==> src/rtl/legv8_ctrl_pkg.sv <==
// Shared encodings for the LEGv8 multi-cycle sequencer: FSM states, opcodes, ALUOp codes
// and the instruction-class enum used by the decoder and trace tooling.
package legv8_ctrl_pkg;

    localparam int OPCODE_W = 11;

    localparam logic [2:0] ST_FETCH  = 3'd0;
    localparam logic [2:0] ST_DECODE = 3'd1;
    localparam logic [2:0] ST_EXEC   = 3'd2;
    localparam logic [2:0] ST_MEM    = 3'd3;
    localparam logic [2:0] ST_WB     = 3'd4;
    localparam logic [2:0] ST_TRAP   = 3'd5;

    localparam logic [OPCODE_W-1:0] OP_ADD      = 11'b10001011000;
    localparam logic [OPCODE_W-1:0] OP_SUB      = 11'b11001011000;
    localparam logic [OPCODE_W-1:0] OP_AND      = 11'b10001010000;
    localparam logic [OPCODE_W-1:0] OP_ORR      = 11'b10101010000;
    localparam logic [OPCODE_W-1:0] OP_LDUR     = 11'b11111000010;
    localparam logic [OPCODE_W-1:0] OP_STUR     = 11'b11111000000;
    localparam logic [OPCODE_W-1:0] OP_CBZ_VAL  = 11'b10110100000;
    localparam logic [OPCODE_W-1:0] OP_CBZ_MASK = 11'b11111111000;
    localparam logic [OPCODE_W-1:0] OP_B_VAL    = 11'b00010100000;
    localparam logic [OPCODE_W-1:0] OP_B_MASK   = 11'b11111100000;

    localparam logic [1:0] ALUOP_ADD   = 2'b00;
    localparam logic [1:0] ALUOP_PASSB = 2'b01;
    localparam logic [1:0] ALUOP_RTYPE = 2'b10;

    typedef enum logic [2:0] {
        CLS_R,
        CLS_LD,
        CLS_ST,
        CLS_CBZ,
        CLS_B,
        CLS_ILL
    } instr_cls_t;

    function automatic instr_cls_t classify(input logic [OPCODE_W-1:0] op);
        instr_cls_t cls;
        if (op == OP_ADD || op == OP_SUB || op == OP_AND || op == OP_ORR)
            cls = CLS_R;
        else if (op == OP_LDUR)
            cls = CLS_LD;
        else if (op == OP_STUR)
            cls = CLS_ST;
        else if ((op & OP_CBZ_MASK) == OP_CBZ_VAL)
            cls = CLS_CBZ;
        else if ((op & OP_B_MASK) == OP_B_VAL)
            cls = CLS_B;
        else
            cls = CLS_ILL;
        return cls;
    endfunction

endpackage

==> src/rtl/legv8_op_decode.sv <==
// Combinational opcode classifier; also instantiated by the disassembler/trace monitor.
module legv8_op_decode
    import legv8_ctrl_pkg::*;
(
    input  logic [OPCODE_W-1:0] i_op,
    output instr_cls_t          o_cls
);

    assign o_cls = classify(i_op);

endmodule

==> src/rtl/multicycle_control.sv <==
// Multi-cycle LEGv8 sequencer with shared-memory handshake and a sticky wait watchdog.
// Build option: ILLEGAL_OP_TRAP_EN adds a trap output and a terminal TRAP state.
//
// state  | meaning
// FETCH  | read instruction at PC, hold until mem_ready, then PC+4 and IR capture
// DECODE | classify opcode (illegal -> NOP or TRAP)
// EXEC   | ALU op / branch resolution
// MEM    | data access at ALUOut, hold until mem_ready
// WB     | register file write from ALUOut or MDR
// TRAP   | illegal opcode seen, all controls low, wait for reset
module multicycle_control
    import legv8_ctrl_pkg::*;
#(
    parameter int OP_W     = 11,
    parameter int MAX_WAIT = 255
) (
    input  logic            clk,
    input  logic            reset,
    input  logic [OP_W-1:0] op,
    input  logic            zero,
    input  logic            mem_ready,
    output logic            mem_req,
    output logic            IorD,
    output logic            PCWrite,
    output logic            IRWrite,
    output logic            ALUSrc,
    output logic [1:0]      ALUOp,
    output logic            Branch,
    output logic            UncondBranch,
    output logic            MemRead,
    output logic            MemWrite,
    output logic            RegWrite,
    output logic            MemtoReg,
    output logic            instr_done,
`ifdef ILLEGAL_OP_TRAP_EN
    output logic            trap,
`endif
    output logic            mem_timeout
);

    localparam int CNT_W = (MAX_WAIT < 2) ? 1 : $clog2(MAX_WAIT + 1);
    localparam logic [CNT_W-1:0] MAX_CNT = CNT_W'(MAX_WAIT);

    logic [2:0]       r_state;
    logic [2:0]       w_next_state;
    logic [CNT_W-1:0] r_wait_cnt;
    logic [CNT_W-1:0] w_wait_cnt_next;
    logic             r_timeout;
    instr_cls_t       w_cls;
    logic             w_unused_zero;

    // zero steers the PC source in the datapath; the sequence itself never depends on it
    assign w_unused_zero = zero;

    legv8_op_decode u_op_decode (
        .i_op  (op),
        .o_cls (w_cls)
    );

    always_comb begin
        mem_req      = 1'b0;
        IorD         = 1'b0;
        PCWrite      = 1'b0;
        IRWrite      = 1'b0;
        ALUSrc       = 1'b0;
        ALUOp        = ALUOP_ADD;
        Branch       = 1'b0;
        UncondBranch = 1'b0;
        MemRead      = 1'b0;
        MemWrite     = 1'b0;
        RegWrite     = 1'b0;
        MemtoReg     = 1'b0;
        instr_done   = 1'b0;
        w_next_state = r_state;
        if (!reset) begin
            case (r_state)
                ST_FETCH: begin
                    mem_req = 1'b1;
                    MemRead = 1'b1;
                    if (mem_ready) begin
                        PCWrite      = 1'b1;
                        IRWrite      = 1'b1;
                        w_next_state = ST_DECODE;
                    end
                end
                ST_DECODE: begin
                    if (w_cls == CLS_ILL) begin
`ifdef ILLEGAL_OP_TRAP_EN
                        w_next_state = ST_TRAP;
`else
                        instr_done   = 1'b1;
                        w_next_state = ST_FETCH;
`endif
                    end else begin
                        w_next_state = ST_EXEC;
                    end
                end
                ST_EXEC: begin
                    case (w_cls)
                        CLS_R: begin
                            ALUOp        = ALUOP_RTYPE;
                            w_next_state = ST_WB;
                        end
                        CLS_LD, CLS_ST: begin
                            ALUOp        = ALUOP_ADD;
                            ALUSrc       = 1'b1;
                            w_next_state = ST_MEM;
                        end
                        CLS_CBZ: begin
                            ALUOp        = ALUOP_PASSB;
                            Branch       = 1'b1;
                            instr_done   = 1'b1;
                            w_next_state = ST_FETCH;
                        end
                        CLS_B: begin
                            UncondBranch = 1'b1;
                            instr_done   = 1'b1;
                            w_next_state = ST_FETCH;
                        end
                        default: w_next_state = ST_FETCH;
                    endcase
                end
                ST_MEM: begin
                    mem_req  = 1'b1;
                    IorD     = 1'b1;
                    MemRead  = (w_cls == CLS_LD);
                    MemWrite = (w_cls == CLS_ST);
                    if (mem_ready) begin
                        if (w_cls == CLS_LD) begin
                            w_next_state = ST_WB;
                        end else begin
                            instr_done   = (w_cls == CLS_ST);
                            w_next_state = ST_FETCH;
                        end
                    end
                end
                ST_WB: begin
                    RegWrite     = 1'b1;
                    MemtoReg     = (w_cls == CLS_LD);
                    instr_done   = 1'b1;
                    w_next_state = ST_FETCH;
                end
                ST_TRAP: begin
`ifdef ILLEGAL_OP_TRAP_EN
                    w_next_state = ST_TRAP;
`else
                    w_next_state = ST_FETCH;
`endif
                end
                default: w_next_state = ST_FETCH;
            endcase
        end
    end

    // Wait counter saturates; the FSM keeps waiting even after the flag sets
    always_comb begin
        w_wait_cnt_next = r_wait_cnt;
        if (mem_req && !mem_ready) begin
            if (r_wait_cnt != MAX_CNT)
                w_wait_cnt_next = r_wait_cnt + CNT_W'(1);
        end else if (mem_ready || (w_next_state != r_state)) begin
            w_wait_cnt_next = '0;
        end
    end

    always_ff @(posedge clk) begin
        if (reset) begin
            r_state    <= ST_FETCH;
            r_wait_cnt <= '0;
            r_timeout  <= 1'b0;
        end else begin
            r_state    <= w_next_state;
            r_wait_cnt <= w_wait_cnt_next;
            if ((MAX_WAIT != 0) && (w_wait_cnt_next == MAX_CNT))
                r_timeout <= 1'b1;
        end
    end

    assign mem_timeout = r_timeout && !reset;
`ifdef ILLEGAL_OP_TRAP_EN
    assign trap = (r_state == ST_TRAP) && !reset;
`endif

endmodule

==> config.mk <==
export PLATFORM = sky130hd
export DESIGN_NAME = multicycle_control
export DESIGN_NICKNAME = d
export VERILOG_FILES = /design/src/rtl/legv8_ctrl_pkg.sv /design/src/rtl/legv8_op_decode.sv /design/src/rtl/multicycle_control.sv
export SDC_FILE = /design/constraint.sdc
export NUM_CORES = 1
export LEC_CHECK = 0
export ABC_AREA = 1
export BUFFER_PORTS_ARGS = -buffer_cell sky130_fd_sc_hd__buf_4
export CAP_MARGIN = 25
export CORE_MARGIN = 8
export CORE_UTILIZATION = 29
export DETAILED_ROUTE_END_ITERATION = 10
export PLACE_DENSITY = 0.6
export SLEW_MARGIN = 0
export SYNTH_ARGS = -nofsm -noshare
export SYNTH_HDL_FRONTEND = slang
export SYNTH_SLANG_ARGS = --single-unit
==> constraint.sdc <==
create_clock -name clk -period 3 [get_ports clk]
set_input_delay 0.3 -clock clk [delete_from_list [all_inputs] [get_ports clk]]
set_output_delay 0.3 -clock clk [all_outputs]
set_load 0.02 [all_outputs]
==> results.toml, run 1 <==
[routing]
ant_nets = 0
drt_iter0_markers = 62
drc = 0
num_vias = 1254
via_per_inst = 4.527
routed_wl_um = 2884
first_pass_iters = 4
routedWlPerCell_um = 10.41

[sta]
worstMarginPinSlew_ns = 0.3369
setup_tns_ns = 0
setup_viol = 0
fin_crit_sh = 0.6623
max_freq_mhz = 503.3
period_minus_slack_ns = 1.987
rsz0062_at_grt = "no"
finalClockSkew_ns = 0.002831
max_slew_margin = 0.7747
drv_slew = 0
final_hold_viol_count = 0

[clocking]
cts_setup_buffers = 0
cts_tree = "built"
clock_tree.buffer_depth = 2
post_cts_resized = 0
clkTransAtPathRegs_ns = 0.05
postCtsHoldBufs = 0
htree_levels = 1
clock-root-buffer = "clkbuf_8"
clock_sinks = 12
clk_latency_ns = 0.24
numCtsBuffers = 3

[cells_and_area]
syn2layout_area_growth_pct = 26.60
drive_gt1_frac = 0.2775
layout_commonest_cell = "nand2_1"
layout_common_cells = "nand2_1 (45), buf_4 (28), inv_1 (27), nor2_1 (23), nand3_1 (19)"
post-route-util = 0.3744
diodes = 0
final_nets = 244

[logic_synthesis]
synth.top_cell.area_share = 0.2076
yosysWarnings = 0
synth.largest_area_cell = "dfxtp_1"
synth_fp_nets = 214
syn_area_sq_mm = 0.001157
synthTopCellsByArea = "dfxtp_1 (21%), nand2_1 (15%), inv_1 (8.8%), nand3_1 (8.2%), nor2_1 (7.5%)"
async_reset_ff_frac = 0
postSynthRegisterBits = 12
yosysSeqAreaShare = 0.2076
synth_cell_types = 30
netlist_instances = 198
synth-main-ff-cell = "dfxtp_1"
syn_area_per_cell_sq_um = 5.845
synth_edf_count = 0

[place]
hpwl_um = 2483
place.gp.congestion = 0.8203
numPortBuffers = 28

[floorplanning]
fp-row-count = 23
dieWidth_um = 79.18
initial_core_util = 0.2957
die_y_um = 79.18
floorplan.core_area_sq_mm = 0.003914
io-pin-count = 30
die_area_sq_mm = 0.006269

[power_and_ir_drop]
power.total_w = 0.0004208
p_leak_nw = 0.7574
power.density_mw_per_mm2 = 287.2
ir_worst_vdd_mv = 0.1606

[setup_path]
cp-start-kind = "flop"
cp_data_arrival_time_ns = 2.11
rrSetupSlack_ns = 1.01
critPathCaptureType = "flop"
r2r_end = "r_timeout"
crit_required_ns = 3.13
timing.rr.start = "r_wait_cnt[1]"
path_max_fanout = 4
r2r_cells = 11
path_class = "reg2reg"

[global_routing]
grt_usage = 0.09701
grt_max_degree = 12
grt_pass1_vias = 1221
grt_pass1_wl_um = 5140
grt-ovfl-total = 0
antenna_found_initial = 0

[min_path]
hold_path_class = "in2reg"
min_from = "reset"
min_to = "r_wait_cnt[5]"
hold_depth = 2

[status]
outcome = "completed"

[job]
drv_cap = 0
[Yosys cell counts, types with 4 or more instances]
cell	count
a21oi_1	7
dfxtp_1	12
inv_1	27
inv_2	9
nand2_1	45
nand2_2	10
nand3_1	19
nand4_1	4
nor2_1	23
nor2_2	5
nor3_1	8
nor4_1	4
[registers in the layout, summed over array words and instances, names as in the netlist]
name	flops
r_wait_cnt	8
r_timeout	1
r_state	3
[critical path: stages, from the launching register on]
cell,delay (ns)
dfxtp_1,0.38
ha_1,0.21
nand2_1,0.10
nor3_1,0.17
nand2_1,0.10
nor2_2,0.27
inv_1,0.12
or2_0,0.21
nand3_1,0.09
nand2_1,0.06
nand4_1,0.08
o21bai_1,0.07
[final cells by class]
type                            instances  area [sq um]
Clock buffer                            4         55.05
Inverter                               37         138.9
Timing Repair Buffer                   28         210.2
Multi-Input combinational cell        146         758.2
Tap cell                               50         62.56
Sequential cell                        12         240.2
Fill cell                             456          2449
[power by group]
| group | total (W) | switching (W) | internal, W | leakage, nW |
|---|---|---|---|---|
| sequential | 0.000163 | 0.00000195 | 0.000161 | 0.0969 |
| clock | 0.000176 | 0.0000601 | 0.000116 | 0.0288 |
| combinational | 0.0000819 | 0.0000493 | 0.0000327 | 0.632 |
| total | 0.000421 | 0.000111 | 0.000310 | 0.757 |
[cells by family (layout without fill, tap and decap cells)]
kind of cell / count (synthesis) / in the layout / synth area share
AO/OA/AOI/OAI: 14 / 14 / 0.07243
XOR/XNOR: 3 / 3 / 0.02271
adder cells (fa/ha/maj): 1 / 1 / 0.01081
AND/OR/NAND/NOR: 128 / 128 / 0.5492
buffers and inverters: 40 / 69 / 0.1373
flip-flops: 12 / 12 / 0.2076
[stage by stage]
stage / instances / hold WS, ns / instance area [sq um] / setup slack (ns)
6_report: 277 / 0.3316 / 1465 / 1.013
5_1_grt: 277 / 0.3378 / 1465 / 0.8122
2_1_floorplan: 198 / 0.4912 / 1157 / 1.262
3_5_place_dp: 273 / 0.5656 / 1410 / 1.031
4_1_cts: 277 / 0.3229 / 1465 / 1.009
3_3_place_gp: 273 / 0.5511 / 1410 / 1.041
[worst max path at each step]
stage / from / to
floorplan: r_wait_cnt[1] / r_timeout
global placement: r_wait_cnt[0] / r_timeout
detailed placement: r_wait_cnt[1] / r_timeout
CTS: r_wait_cnt[1] / r_timeout
global route: r_wait_cnt[1] / r_timeout
finish: r_wait_cnt[1] / r_timeout
[layer usage]
layer / vias to the layer above / part of all wire / global-route usage
met4: 0 / 0.023 / 0.05185
met3: 6 / 0.036 / 0.01354
met2: 20 / 0.49 / 0.1709
met5: - / 0 / 0
met1: 545 / 0.45 / 0.1102
li1: 683 / - / -
Note: power is estimated with default switching activity, not from simulation.
==> inputs of run 2 (changes only) <==
--- a/config.mk
+++ b/config.mk
@@ -5,13 +5,13 @@
 export SDC_FILE = /design/constraint.sdc
 export NUM_CORES = 1
 export LEC_CHECK = 0
-export ABC_AREA = 1
+export ABC_AREA = 0
 export BUFFER_PORTS_ARGS = -buffer_cell sky130_fd_sc_hd__buf_4
 export CAP_MARGIN = 25
 export CORE_MARGIN = 8
 export CORE_UTILIZATION = 29
 export DETAILED_ROUTE_END_ITERATION = 10
-export PLACE_DENSITY = 0.6
+export PLACE_DENSITY = 0.61
 export SLEW_MARGIN = 0
 export SYNTH_ARGS = -nofsm -noshare
 export SYNTH_HDL_FRONTEND = slang
==> constraint.sdc (replaced) <==
create_clock -name clk -period 1.9 [get_ports clk]
set_input_delay 0.19 -clock clk [delete_from_list [all_inputs] [get_ports clk]]
set_output_delay 0.19 -clock clk [all_outputs]
set_load 0.02 [all_outputs]
==> run 2 against run 1 <==
Compared with the run above:
- first-iteration DRC count up 71%
- worst hold slack lost 0.092 ns
- global-route usage grew 1.9 points
- critical endpoint is now instr_done
- largest cell class unchanged
- largest power group is now registers
==> results.toml, run 2 <==
[status]
outcome = "completed"

[cells_and_area]
syn2layout_area_growth_pct = 41.42
drive_gt1_frac = 0.3663
top_register = "r_wait_cnt"
largest_register_ffs = 8
stdcell_area_sq_mm = 0.001423
layout_commonest_cell = "buf_4"
diodes = 0
final_nets = 189
reg.largest.list = "r_wait_cnt x8, r_state x3, r_timeout x1"
layout_common_cells = "buf_4 (43), nor2_1 (13), nand2_1 (11), dfxtp_1 (11), a21oi_1 (9)"
post-route-util = 0.4263

[sta]
drv_slew = 0
fin_crit_sh = 0.9602
final_hold_viol_count = 0
finalClockSkew_ns = 0.007104
setup_tns_ns = 0
max_freq_mhz = 548.1
worstMarginPinSlew_ns = 0.3955
max_slew_margin = 0.7327
rsz0062_at_grt = "yes"
setup_viol = 0
period_minus_slack_ns = 1.824
fin_ws_ns = 0.07553

[power_and_ir_drop]
power.total_w = 0.0005939
switching_power_w = 0.0001609
switching_share = 0.2709
p_leak_nw = 0.5839
ir_worst_vdd_mv = 0.1369
p_int_w = 0.0004330
power.density_mw_per_mm2 = 417.5
seqPwrFrac = 0.433
p_clk_frac = 0.357
combPwrFrac = 0.210

[clocking]
htree_levels = 1
clk_latency_ns = 0.28
clock_sinks = 12
clkTransAtPathRegs_ns = 0.09
cts_tree = "built"
clock-root-buffer = "clkbuf_4"
clock_tree.buffer_depth = 2
postCtsHoldBufs = 0
numCtsBuffers = 3

[routing]
first_pass_iters = 4
ant_nets = 0
num_vias = 1154
drt_iter0_markers = 106
via_per_inst = 5.294
routed_wl_um = 3079
drc = 0
routedWlPerCell_um = 14.12

[logic_synthesis]
synth-main-ff-cell = "dfxtp_1"
netlist_instances = 136
yosysWarnings = 0
postSynthRegisterBits = 12
synthTopCellsByArea = "dfxtp_1 (24%), nor2_1 (4.9%), a21oi_1 (4.5%), and3_1 (4.4%), nand2_1 (4.1%)"
yosysSeqAreaShare = 0.2388
synth.top_cell.area_share = 0.2388
synth_most_common_cell = "nor2_1"
synth_cell_types = 44
synth.largest_area_cell = "dfxtp_1"
synth_compound_area_frac = 0.2313
synthAdderAreaFrac = 0.01244
synth-simple-area-share = 0.3831
syn_area_sq_mm = 0.001006
synth_edf_count = 0
muxShareOfSynthArea = 0.01990
synthTopCellsByCount = "nor2_1 (13), dfxtp_1 (12), nand2_1 (11)"
synth_fp_nets = 152
synth_top_family_by_area = "simple AND/OR/NAND/NOR gates"
syn_area_per_cell_sq_um = 7.397
async_reset_ff_frac = 0
synth_xor_area_frac = 0.01741

[setup_path]
r2r_end = "r_timeout"
timing.rr.start = "r_wait_cnt[1]"
crit_required_ns = 1.71
cp_data_arrival_time_ns = 1.63
rrSetupSlack_ns = 0.16
cp-start-kind = "flop"
r2r_cells = 6
path_max_fanout = 4
path_class = "reg2out"
critPathCaptureType = "primary output"

[global_routing]
grt_max_degree = 12
antenna_found_initial = 0
grt_usage = 0.1158
grt-ovfl-total = 0
grt_pass1_vias = 1202
grt_pass1_wl_um = 5271

[place]
placed_cell_area_sq_mm = 0.001289
dpl_worst_slack_ns = 0.02142
numPortBuffers = 28
place.gp.congestion = 0.8859
hpwl_um = 2313

[job]
drv_cap = 0

[floorplanning]
floorplan.core_area_sq_mm = 0.003337
die_area_sq_mm = 0.005609
fp-row-count = 21
die_y_um = 74.90
dieWidth_um = 74.90
io-pin-count = 30
initial_core_util = 0.3015

[min_path]
min_to = "r_wait_cnt[3]"
hold_depth = 3
hold_path_class = "in2reg"
min_from = "reset"
[run 2: changes by cell type after synthesis, moves of 4 or more]
cell      before  now
nor2_1        23   13
nor2_2         5    0
or3_1          0    4
nand2_1       45   11
and3_1         0    7
inv_2          9    0
clkbuf_1       0    6
nand2_2       10    0
o211ai_1       0    5
inv_1         27    6
nand3_1       19    8
[run 2: repair_timing]
action                                  CTS  global route
setup buffers                             4             0
pin swaps                                 1             4
endpoints found under the setup margin    1             4
resized for setup                         3            11
[run 2: stage by stage]
step           hold WS (ns)  cells
2_1_floorplan        0.3748    136
3_3_place_gp         0.4502    210
3_5_place_dp         0.4723    210
4_1_cts              0.2247    218
5_1_grt              0.2380    218
6_report             0.2399    218
[run 2: worst max path at each step]
stage | start | end | slack (ns) | cells past startpoint
final | r_state[0] | instr_done | 0.08 | 7
after global routing | r_state[0] | instr_done | -0.05 | 7
after CTS | op[3] | instr_done | 0.01 | 7
after detailed placement | op[3] | instr_done | 0.02 | 7
after global placement | op[3] | instr_done | 0.09 | 7
after floorplan | r_state[2] | r_timeout | 0.04 | 7
[run 2: metal layers]
layer / share of wire / global-route usage / wire (um)
met5: 0 / 0 / 0
met2: 0.53 / 0.2140 / 1641
met4: 0 / 0.03478 / 0
met3: 0.042 / 0.02397 / 128
met1: 0.43 / 0.1277 / 1310
[run 2: cells by family (layout without fill, tap and decap cells)]
| family | count (synthesis) | count (layout) |
|---|---|---|
| compound gates | 33 | 33 |
| xor+xnor | 2 | 2 |
| fa+ha+maj | 1 | 1 |
| buf+inv | 18 | 54 |
| flops | 12 | 12 |
| mux | 2 | 2 |
| simple gates | 68 | 68 |
[run 2: area by class of cell]
cell class,instances,area (sq um)
repair buffers,44,334.1
flip-flops and latches,12,241.5
multi-input cells,106,730.7
fillers,368,1914
inverters,6,22.52
well taps,46,57.56
clock buffers,4,36.28
[run 2: power by group through the flow]
stage               sequential (W)  combinational [W]  clock (W)
detailed placement        0.000263           0.000109          0
CTS                       0.000257           0.000117   0.000221
finish                    0.000257           0.000125   0.000212
global route              0.000258           0.000135   0.000233
floorplan                 0.000264          0.0000615          0
global placement          0.000262           0.000106          0
[run 2: critical path: stages, from the launching register on]
cell	delay, ns
dfxtp_2	0.35
buf_6	0.10
buf_4	0.12
nand2_1	0.06
o32ai_2	0.22
nand3b_1	0.11
a31oi_1	0.21
buf_4	0.18
